$ cat src/rtl/mcu_stream_mux_pkg.sv
// ============================================================================
// Module      : jpeg_pkg
// Description : Shared types and constants for the MCU stream collector:
//               FIFO entry layout, drain state encoding, colour channel
//               indices and a small width helper.
// Revision    : 1.0 - initial release
// ============================================================================
`default_nettype none

package jpeg_pkg;

  // Colour channel indices in MCU order
  localparam int Y_CH  = 0;
  localparam int CB_CH = 1;
  localparam int CR_CH = 2;

  // Default widths of the bitstream word and of the final-word bit count
  localparam int DEF_DATA_W = 32;
  localparam int DEF_ORC_W  = 5;

  // One FIFO entry at default widths; the collector builds an identically
  // ordered entry sized from its own parameters.
  typedef struct packed {
    logic                  eob;
    logic [DEF_ORC_W-1:0]  orc;
    logic [DEF_DATA_W-1:0] data;
  } fifo_entry_t;

  // Drain state machine encoding
  typedef enum logic [1:0] {
    IDLE    = 2'd0,
    SEND    = 2'd1,
    ADVANCE = 2'd2
  } drain_state_t;

  // Width of a channel index; at least one bit even for a single channel
  function automatic int ch_width(input int n);
    return (n > 1) ? $clog2(n) : 1;
  endfunction

endpackage

`default_nettype wire

$ cat src/rtl/mcu_stream_mux_bitstream_fifo.sv
// ============================================================================
// Module      : bitstream_fifo
// Description : Synchronous FIFO with a combinational head. Pointers carry
//               one extra wrap bit so full and empty are distinguished.
//               A push into a full FIFO is accepted only when a pop happens
//               in the same cycle.
// Ports       : clk   - clock
//               rst   - asynchronous active-low reset
//               push  - write request
//               pop   - read request (ignored when empty)
//               wdata - write data
//               rdata - current head entry
//               full  - FIFO holds DEPTH entries
//               empty - FIFO holds no entries
// Revision    : 1.0 - initial release
// ============================================================================
`default_nettype none

module bitstream_fifo
  import jpeg_pkg::*;
#(
  parameter int WIDTH = 38,
  parameter int DEPTH = 16
) (
  input  logic             clk,
  input  logic             rst,
  input  logic             push,
  input  logic             pop,
  input  logic [WIDTH-1:0] wdata,
  output logic [WIDTH-1:0] rdata,
  output logic             full,
  output logic             empty
);

  localparam int AW = $clog2(DEPTH);

  logic [WIDTH-1:0] r_mem [DEPTH];
  logic [AW:0]      r_wr_ptr;
  logic [AW:0]      r_rd_ptr;
  logic             w_do_push;
  logic             w_do_pop;

  assign empty = (r_wr_ptr == r_rd_ptr);
  assign full  = (r_wr_ptr[AW] != r_rd_ptr[AW]) &&
                 (r_wr_ptr[AW-1:0] == r_rd_ptr[AW-1:0]);

  assign w_do_pop  = pop && !empty;
  // A slot freed by a same-cycle pop can take the incoming word
  assign w_do_push = push && (!full || w_do_pop);

  assign rdata = r_mem[r_rd_ptr[AW-1:0]];

  always_ff @(posedge clk or negedge rst) begin
    if (!rst) begin
      r_wr_ptr <= '0;
      r_rd_ptr <= '0;
    end else begin
      if (w_do_push) r_wr_ptr <= r_wr_ptr + 1'b1;
      if (w_do_pop)  r_rd_ptr <= r_rd_ptr + 1'b1;
    end
  end

  always_ff @(posedge clk) begin
    if (w_do_push) r_mem[r_wr_ptr[AW-1:0]] <= wdata;
  end

endmodule

`default_nettype wire

$ cat src/rtl/mcu_stream_mux.sv
// ============================================================================
// Module      : mcu_stream_mux
// Description : Collects per-channel Huffman bitstream words into per-channel
//               FIFOs and drains them into one handshaked stream in MCU
//               order: Y_BLOCKS Y blocks, then one block of each chroma
//               channel, repeating. Dropped words are flagged per channel.
// Ports       : clk, rst         - clock, asynchronous active-low reset
//               ch_bitstream     - per-channel words, channel c at [c*DATA_W]
//               ch_data_ready    - per-channel word strobes
//               ch_eob, ch_orc   - block end flag and final-word bit count
//               out_bitstream    - merged word
//               out_valid/ready  - output handshake
//               out_ch           - source channel of the output word
//               out_eob, out_orc - block end flag and its bit count
//               out_mcu_end      - word ends the last block of an MCU
//               ch_overflow      - sticky per-channel drop flags
//               busy             - any FIFO non-empty or output occupied
// Revision    : 1.0 - initial release
// ============================================================================
`default_nettype none

module mcu_stream_mux
  import jpeg_pkg::*;
#(
  parameter int NUM_CH   = 3,
  parameter int DATA_W   = 32,
  parameter int ORC_W    = 5,
  parameter int DEPTH    = 16,
  parameter int Y_BLOCKS = 1
) (
  input  logic                       clk,
  input  logic                       rst,
  input  logic [NUM_CH*DATA_W-1:0]   ch_bitstream,
  input  logic [NUM_CH-1:0]          ch_data_ready,
  input  logic [NUM_CH-1:0]          ch_eob,
  input  logic [NUM_CH*ORC_W-1:0]    ch_orc,
  output logic [DATA_W-1:0]          out_bitstream,
  output logic                       out_valid,
  input  logic                       out_ready,
  output logic [ch_width(NUM_CH)-1:0] out_ch,
  output logic                       out_eob,
  output logic [ORC_W-1:0]           out_orc,
  output logic                       out_mcu_end,
  output logic [NUM_CH-1:0]          ch_overflow,
  output logic                       busy
);

  localparam int CH_W  = ch_width(NUM_CH);
  localparam int BC_W  = (Y_BLOCKS > 1) ? $clog2(Y_BLOCKS) : 1;
  localparam int ENT_W = 1 + ORC_W + DATA_W;

  // Same field order as jpeg_pkg::fifo_entry_t, sized from parameters
  typedef struct packed {
    logic              eob;
    logic [ORC_W-1:0]  orc;
    logic [DATA_W-1:0] data;
  } entry_t;

  drain_state_t      r_state;
  logic [CH_W-1:0]   r_cur_ch;
  logic [BC_W-1:0]   r_blk_cnt;
  logic [NUM_CH-1:0] r_ovf;

  entry_t            w_head [NUM_CH];
  entry_t            w_cur_head;
  logic [NUM_CH-1:0] w_full;
  logic [NUM_CH-1:0] w_empty;
  logic [NUM_CH-1:0] w_pop;
  logic              w_cur_empty;
  logic              w_out_free;
  logic              w_load;
  logic [CH_W-1:0]   w_adv_ch;
  logic [BC_W-1:0]   w_adv_cnt;

  generate
    for (genvar g = 0; g < NUM_CH; g++) begin : g_ch
      entry_t w_wr;
      assign w_wr     = {ch_eob[g], ch_orc[g*ORC_W +: ORC_W], ch_bitstream[g*DATA_W +: DATA_W]};
      assign w_pop[g] = w_load && (r_cur_ch == CH_W'(g));

      bitstream_fifo #(
        .WIDTH (ENT_W),
        .DEPTH (DEPTH)
      ) u_fifo (
        .clk   (clk),
        .rst   (rst),
        .push  (ch_data_ready[g]),
        .pop   (w_pop[g]),
        .wdata (w_wr),
        .rdata (w_head[g]),
        .full  (w_full[g]),
        .empty (w_empty[g])
      );
    end
  endgenerate

  assign w_cur_head  = w_head[r_cur_ch];
  assign w_cur_empty = w_empty[r_cur_ch];
  // Output register can take a word if empty or being handed off this edge
  assign w_out_free  = !out_valid || out_ready;
  // ADVANCE is the inter-block bubble, so nothing is popped there
  assign w_load      = (r_state != ADVANCE) && w_out_free && !w_cur_empty;

  // Channel and block count to move to once the current block has ended
  always_comb begin
    w_adv_ch  = r_cur_ch;
    w_adv_cnt = r_blk_cnt;
    if (r_cur_ch == CH_W'(Y_CH)) begin
      if (r_blk_cnt == BC_W'(Y_BLOCKS - 1)) begin
        w_adv_cnt = '0;
        w_adv_ch  = (NUM_CH > 1) ? CH_W'(CB_CH) : '0;
      end else begin
        w_adv_cnt = r_blk_cnt + 1'b1;
      end
    end else if (r_cur_ch == CH_W'(NUM_CH - 1)) begin
      w_adv_ch = '0;
    end else begin
      w_adv_ch = r_cur_ch + 1'b1;
    end
  end

  always_ff @(posedge clk or negedge rst) begin
    if (!rst) begin
      r_state       <= IDLE;
      r_cur_ch      <= '0;
      r_blk_cnt     <= '0;
      out_valid     <= 1'b0;
      out_bitstream <= '0;
      out_ch        <= '0;
      out_eob       <= 1'b0;
      out_orc       <= '0;
      out_mcu_end   <= 1'b0;
    end else begin
      case (r_state)
        IDLE, SEND: begin
          if (w_load) begin
            r_state <= w_cur_head.eob ? ADVANCE : SEND;
          end else if (w_cur_empty) begin
            r_state <= IDLE;
          end
        end
        ADVANCE: begin
          r_cur_ch  <= w_adv_ch;
          r_blk_cnt <= w_adv_cnt;
          r_state   <= w_empty[w_adv_ch] ? IDLE : SEND;
        end
        default: r_state <= IDLE;
      endcase

      if (w_load) begin
        out_valid     <= 1'b1;
        out_bitstream <= w_cur_head.data;
        out_ch        <= r_cur_ch;
        out_eob       <= w_cur_head.eob;
        out_orc       <= w_cur_head.eob ? w_cur_head.orc : '0;
        out_mcu_end   <= w_cur_head.eob && (r_cur_ch == CH_W'(NUM_CH - 1));
      end else if (out_valid && out_ready) begin
        out_valid     <= 1'b0;
        out_bitstream <= '0;
        out_ch        <= '0;
        out_eob       <= 1'b0;
        out_orc       <= '0;
        out_mcu_end   <= 1'b0;
      end
    end
  end

  // A strobe into a full FIFO that is not popping this cycle loses its word
  always_ff @(posedge clk or negedge rst) begin
    if (!rst) r_ovf <= '0;
    else      r_ovf <= r_ovf | (ch_data_ready & w_full & ~w_pop);
  end

  assign ch_overflow = r_ovf;
  assign busy        = !(&w_empty) || out_valid;

endmodule

`default_nettype wire

$ cat config.mk
export PLATFORM = sky130hd
export DESIGN_NAME = mcu_stream_mux
export DESIGN_NICKNAME = d
export VERILOG_FILES = /design/src/rtl/mcu_stream_mux_pkg.sv /design/src/rtl/mcu_stream_mux_bitstream_fifo.sv /design/src/rtl/mcu_stream_mux.sv
export SDC_FILE = /design/constraint.sdc
export NUM_CORES = 2
export LEC_CHECK = 0
export BUFFER_PORTS_ARGS = -buffer_cell sky130_fd_sc_hd__buf_2
export CORE_ASPECT_RATIO = 1.4
export CORE_MARGIN = 8
export CORE_UTILIZATION = 56
export CTS_CLUSTER_SIZE = 8
export DETAILED_ROUTE_END_ITERATION = 8
export GPL_TIMING_DRIVEN = 0
export HOLD_SLACK_MARGIN = 0.05
export PLACE_DENSITY = 0.86
export SLEW_MARGIN = 20
export SYNTH_ARGS = -nofsm -noshare
export SYNTH_HDL_FRONTEND = slang
export SYNTH_HIERARCHICAL = 1
export SYNTH_SLANG_ARGS = --single-unit
$ cat constraint.sdc
create_clock -name clk -period 5.45 [get_ports clk]
set_input_delay 0.2725 -clock clk [delete_from_list [all_inputs] [get_ports clk]]
set_output_delay 0.2725 -clock clk [all_outputs]
set_load 0.02 [all_outputs]
==> key figures <==
Status
  • Outcome: finished, violations left
  • Failing checks: setup timing

Finish
  • Design area: 85800 um^2
  • Commonest non-fill, non-tap cells in the layout: edfxtp_1, mux4_2, clkbuf_16, a22oi_1, buf_2
  • Multi-input gate area in the final layout: 15200 um^2
  • # fillers: 7056
  • FF+latch area: between 50000 and 60000 um^2
  • Commonest non-fill, non-tap cell in the layout: edfxtp_1
  • Fin cells: 5721
  • Syn-to-layout area delta: 18.1%
  • Share of cells above drive strength 1: ~29%
  • Final nets: 4011

GRT
  • Largest net degree at the start of global routing: 53
  • GRT met1 Usage: a little over a third
  • First-pass GRT wire length: roughly 320000 um
  • Grt met3 use: 9.05%
  • Grt peak-use layer: met2
  • Global Route met2 Usage: about 52%
  • GRT Util Overall: around a third
  • Vias in the first global route: 43400
  • Total global routing overflow: 0
  • Initial antenna violation count: 37

STA
  • Period minus WS final: 5.50 ns
  • Final worst slack: -0.0491 ns
  • Fin crit share: 101%
  • Setup Skew: 0.0540 ns
  • Max Slew Vio Count: 0
  • Final setup violation count: 40
  • Hold Fails Final Rpt: 0
  • Worst slew pin tran: 1.23 ns
  • RSZ-0062 raised after global routing: no
  • Slew HR: 17.6%
  • F_max: 182 MHz
  • TNS Setup: -1.21 ns

Clock network
  • Max clock buf depth: 4
  • H-Tree Depth: 5
  • Sink Count: roughly 1900
  • Worst-path clk slew: approximately 0.05 ns
  • TritonCTS clock tree: built
  • PostCTS Resize Cnt: 0
  • Num CTS Buffers: 287
  • Root Buffer: clkbuf_16
  • Clk_lat worst skew: 0.90 ns

Worst hold path
  • Path category of the worst min-delay check: in2reg

Detailed routing
  • Post-Route WL: 231000 um
  • Vias/cell: roughly 7.4
  • Remaining DRCs: 0
  • Drt pass-1 iters: 8
  • ANT nets after route: 0
  • 1st-iter DRT viols: 8044
  • Vias: 42200
  • WL/cell: 40.3 um

Synth
  • Distinct cells, synth: 41
  • Dominant synthesized flop cell: edfxtp_1
  • Sequential cell area fraction in the yosys report: between 70% and 80%
  • Mapped Avg Cell Area: 22.4 um^2
  • EDFF count, synth: 1824
  • FFs w/ async S/R, synth: 4.15%
  • Syn Inst Count: about 3200
  • Mapped Area: a little over 70000 um^2
  • Yosys warnings: 6
  • Register bit total from synthesis: roughly 1900
  • Syn_nets: 3378

Power and ir drop
  • Max rail drop VDD: 0.448 mV
  • Gate power share: a little over 30%
  • Cell internal pwr: between 30 and 40 mW
  • Power share of the clock group: 31.9%
  • PD cells: 577 nW/um^2
  • Leakage: 28.2 nW
  • Sequential fraction of design power: 37.4%
  • Sw Ratio: 33.9%
  • Sw Pwr: approximately 17 mW

Die
  • Placeable Area: 129000 um^2
  • Ports: 166
  • Die Y: 442 um
  • Core Rows: roughly 160
  • Initial Util: between 50% and 60%
  • Die Wd: 320 um
  • Die area: 142000 um^2

Place
  • Post-Place Cell Area: 76800 um^2
  • Post-placement cell count: 5204
  • Final GP Congestion: around 0.87
  • Dpl ws: ~0.70 ns
  • Detail Placement HPWL: 119000 um
  • Port Buffers: 165

Worst setup path
  • Setup crit end kind: register
  • Req. time, crit path: between 6 and 7 ns
  • CP Max Fanout: 20
  • Crit path DAT: ~6.1 ns
  • CP Class: reg2reg
  • Startpoint Class: register

Job
  • Max Cap Viol: 0
## cell type report
type,instances,share of cell area [%]
antenna,24,0.0700
clock buffer,367,8.92
multi-input combinational,1146,17.7
sequential,1903,66.1
clock inverter,5,0.0510
inverter,13,0.0569
buffer,181,1.10
tap,1738,2.53
timing repair buffer,344,3.46
## through the flow
| stage | utilization (%) | hold slack, ns | power [mW] |
|---|---|---|---|
| final | 66.5 | 0.318 | 49.5 |
| after global routing | 66.5 | 0.325 | 50.1 |
| after CTS | 66.5 | 0.242 | 48.8 |
| after detailed placement | 59.5 | 0.246 | 32.2 |
| after global placement | 58.6 | 0.458 | 31.4 |
| after floorplan | - | -0.0231 | 26.7 |
## sequential cells by signal (all words and copies together) (netlist names), 2 cells and up
name,count
ch_overflow,3
r_state,2
g_ch.u_fifo/r_rd_ptr,15
r_cur_ch,2
out_bitstream,32
g_ch.u_fifo/r_mem,1824
out_ch,2
g_ch.u_fifo/r_wr_ptr,15
out_orc,5
## critical path, cell delays in order, from the launching register on
cell,delay [ns]
dfrtp_1,0.60
xnor2_1,0.18
nand4_1,0.31
or2_2,0.31
inv_1,0.13
mux2i_1,0.24
o2bb2ai_2,0.19
nor2_2,0.52
buf_2,0.46
and2_1,0.50
o31a_1,0.44
buf_2,0.32
and3_2,0.66
buf_12,0.28
## synthesized netlist by cell type, types with 4 or more instances
cell / n / area share [%]
a221o_1: 10 / 0.14
o21ai_0: 31 / 0.21
mux2i_1: 31 / 0.43
and3_1: 39 / 0.34
mux4_2: 456 / 14
nor3_1: 13 / 0.090
buf_6: 22 / 0.34
nor3b_1: 4 / 0.041
and2_1: 7 / 0.060
nand2_1: 157 / 0.81
a22o_1: 30 / 0.36
buf_4: 4 / 0.041
nand4_1: 9 / 0.077
mux2_2: 6 / 0.093
dfrtp_1: 79 / 2.7
nor2_1: 14 / 0.072
clkbuf_1: 81 / 0.42
a22oi_1: 237 / 2.4
buf_2: 65 / 0.45
o31a_1: 4 / 0.048
buf_1: 9 / 0.046
ha_1: 15 / 0.26
inv_1: 13 / 0.067
xnor2_1: 36 / 0.43
nor2b_1: 17 / 0.15
nand3_1: 6 / 0.041
edfxtp_1: 1824 / 75
## per-layer routing
layer	vias to the layer above	share of wire [%]	routed length (um)
met5	-	0.052	121
met4	18	9.4	21800
met3	1295	13	30000
met2	4937	49	112000
met1	21000	29	66700
li1	15000	-	-
## cells by family after synthesis
| logic type | after synthesis | share of synthesized area, % |
|---|---|---|
| flip-flops | 1903 | 78.1 |
| multiplexers | 493 | 14.7 |
| AO/OA/AOI/OAI | 323 | 3.37 |
| AND/OR/NAND/NOR | 276 | 1.77 |
| buffers and inverters | 194 | 1.36 |
| XOR/XNOR | 39 | 0.470 |
| adder cells (fa/ha/maj) | 15 | 0.258 |
## power by group through the flow
stage | logic (mW) | clock network [mW] | registers [mW]
finish | 15.2 | 15.8 | 18.5
global route | 15.2 | 16.3 | 18.5
CTS | 14.6 | 15.8 | 18.4
detailed placement | 13.6 | 0 | 18.6
global placement | 12.8 | 0 | 18.5
floorplan | 8.25 | 0 | 18.5
## timing repair
| action | CTS | global route |
|---|---|---|
| setup endpoints to repair | 0 | 0 |
| hold buffers | 121 | 0 |
| hold endpoints to repair | 1913 | 0 |
| buffers inserted | 0 | 0 |
## worst paths after layout
kind | cells after the start | slack [ns] | from | to
min | 4 | 0.32 | ch_data_ready[2] | ch_overflow[2]$_DFF_PN0_
min reg2reg | 1 | 0.51 | g_ch[2].u_fifo/r_rd_ptr[4]$_DFFE_PN0P_ | g_ch[2].u_fifo/r_rd_ptr[4]$_DFFE_PN0P_
max reg2reg | 13 | -0.05 | g_ch[1].u_fifo/r_rd_ptr[2]$_DFFE_PN0P_ | g_ch[1].u_fifo/r_mem[5][10]$_DFFE_PP_
max | 13 | -0.05 | g_ch[1].u_fifo/r_rd_ptr[2]$_DFFE_PN0P_ | g_ch[1].u_fifo/r_mem[5][10]$_DFFE_PP_
max in group asynchronous | 4 | 4.60 | rst | g_ch[1].u_fifo/r_rd_ptr[0]$_DFFE_PN0P_
min in group asynchronous | 4 | 0.47 | rst | g_ch[2].u_fifo/r_rd_ptr[0]$_DFFE_PN0P_
(Power assumes the default switching activity.)
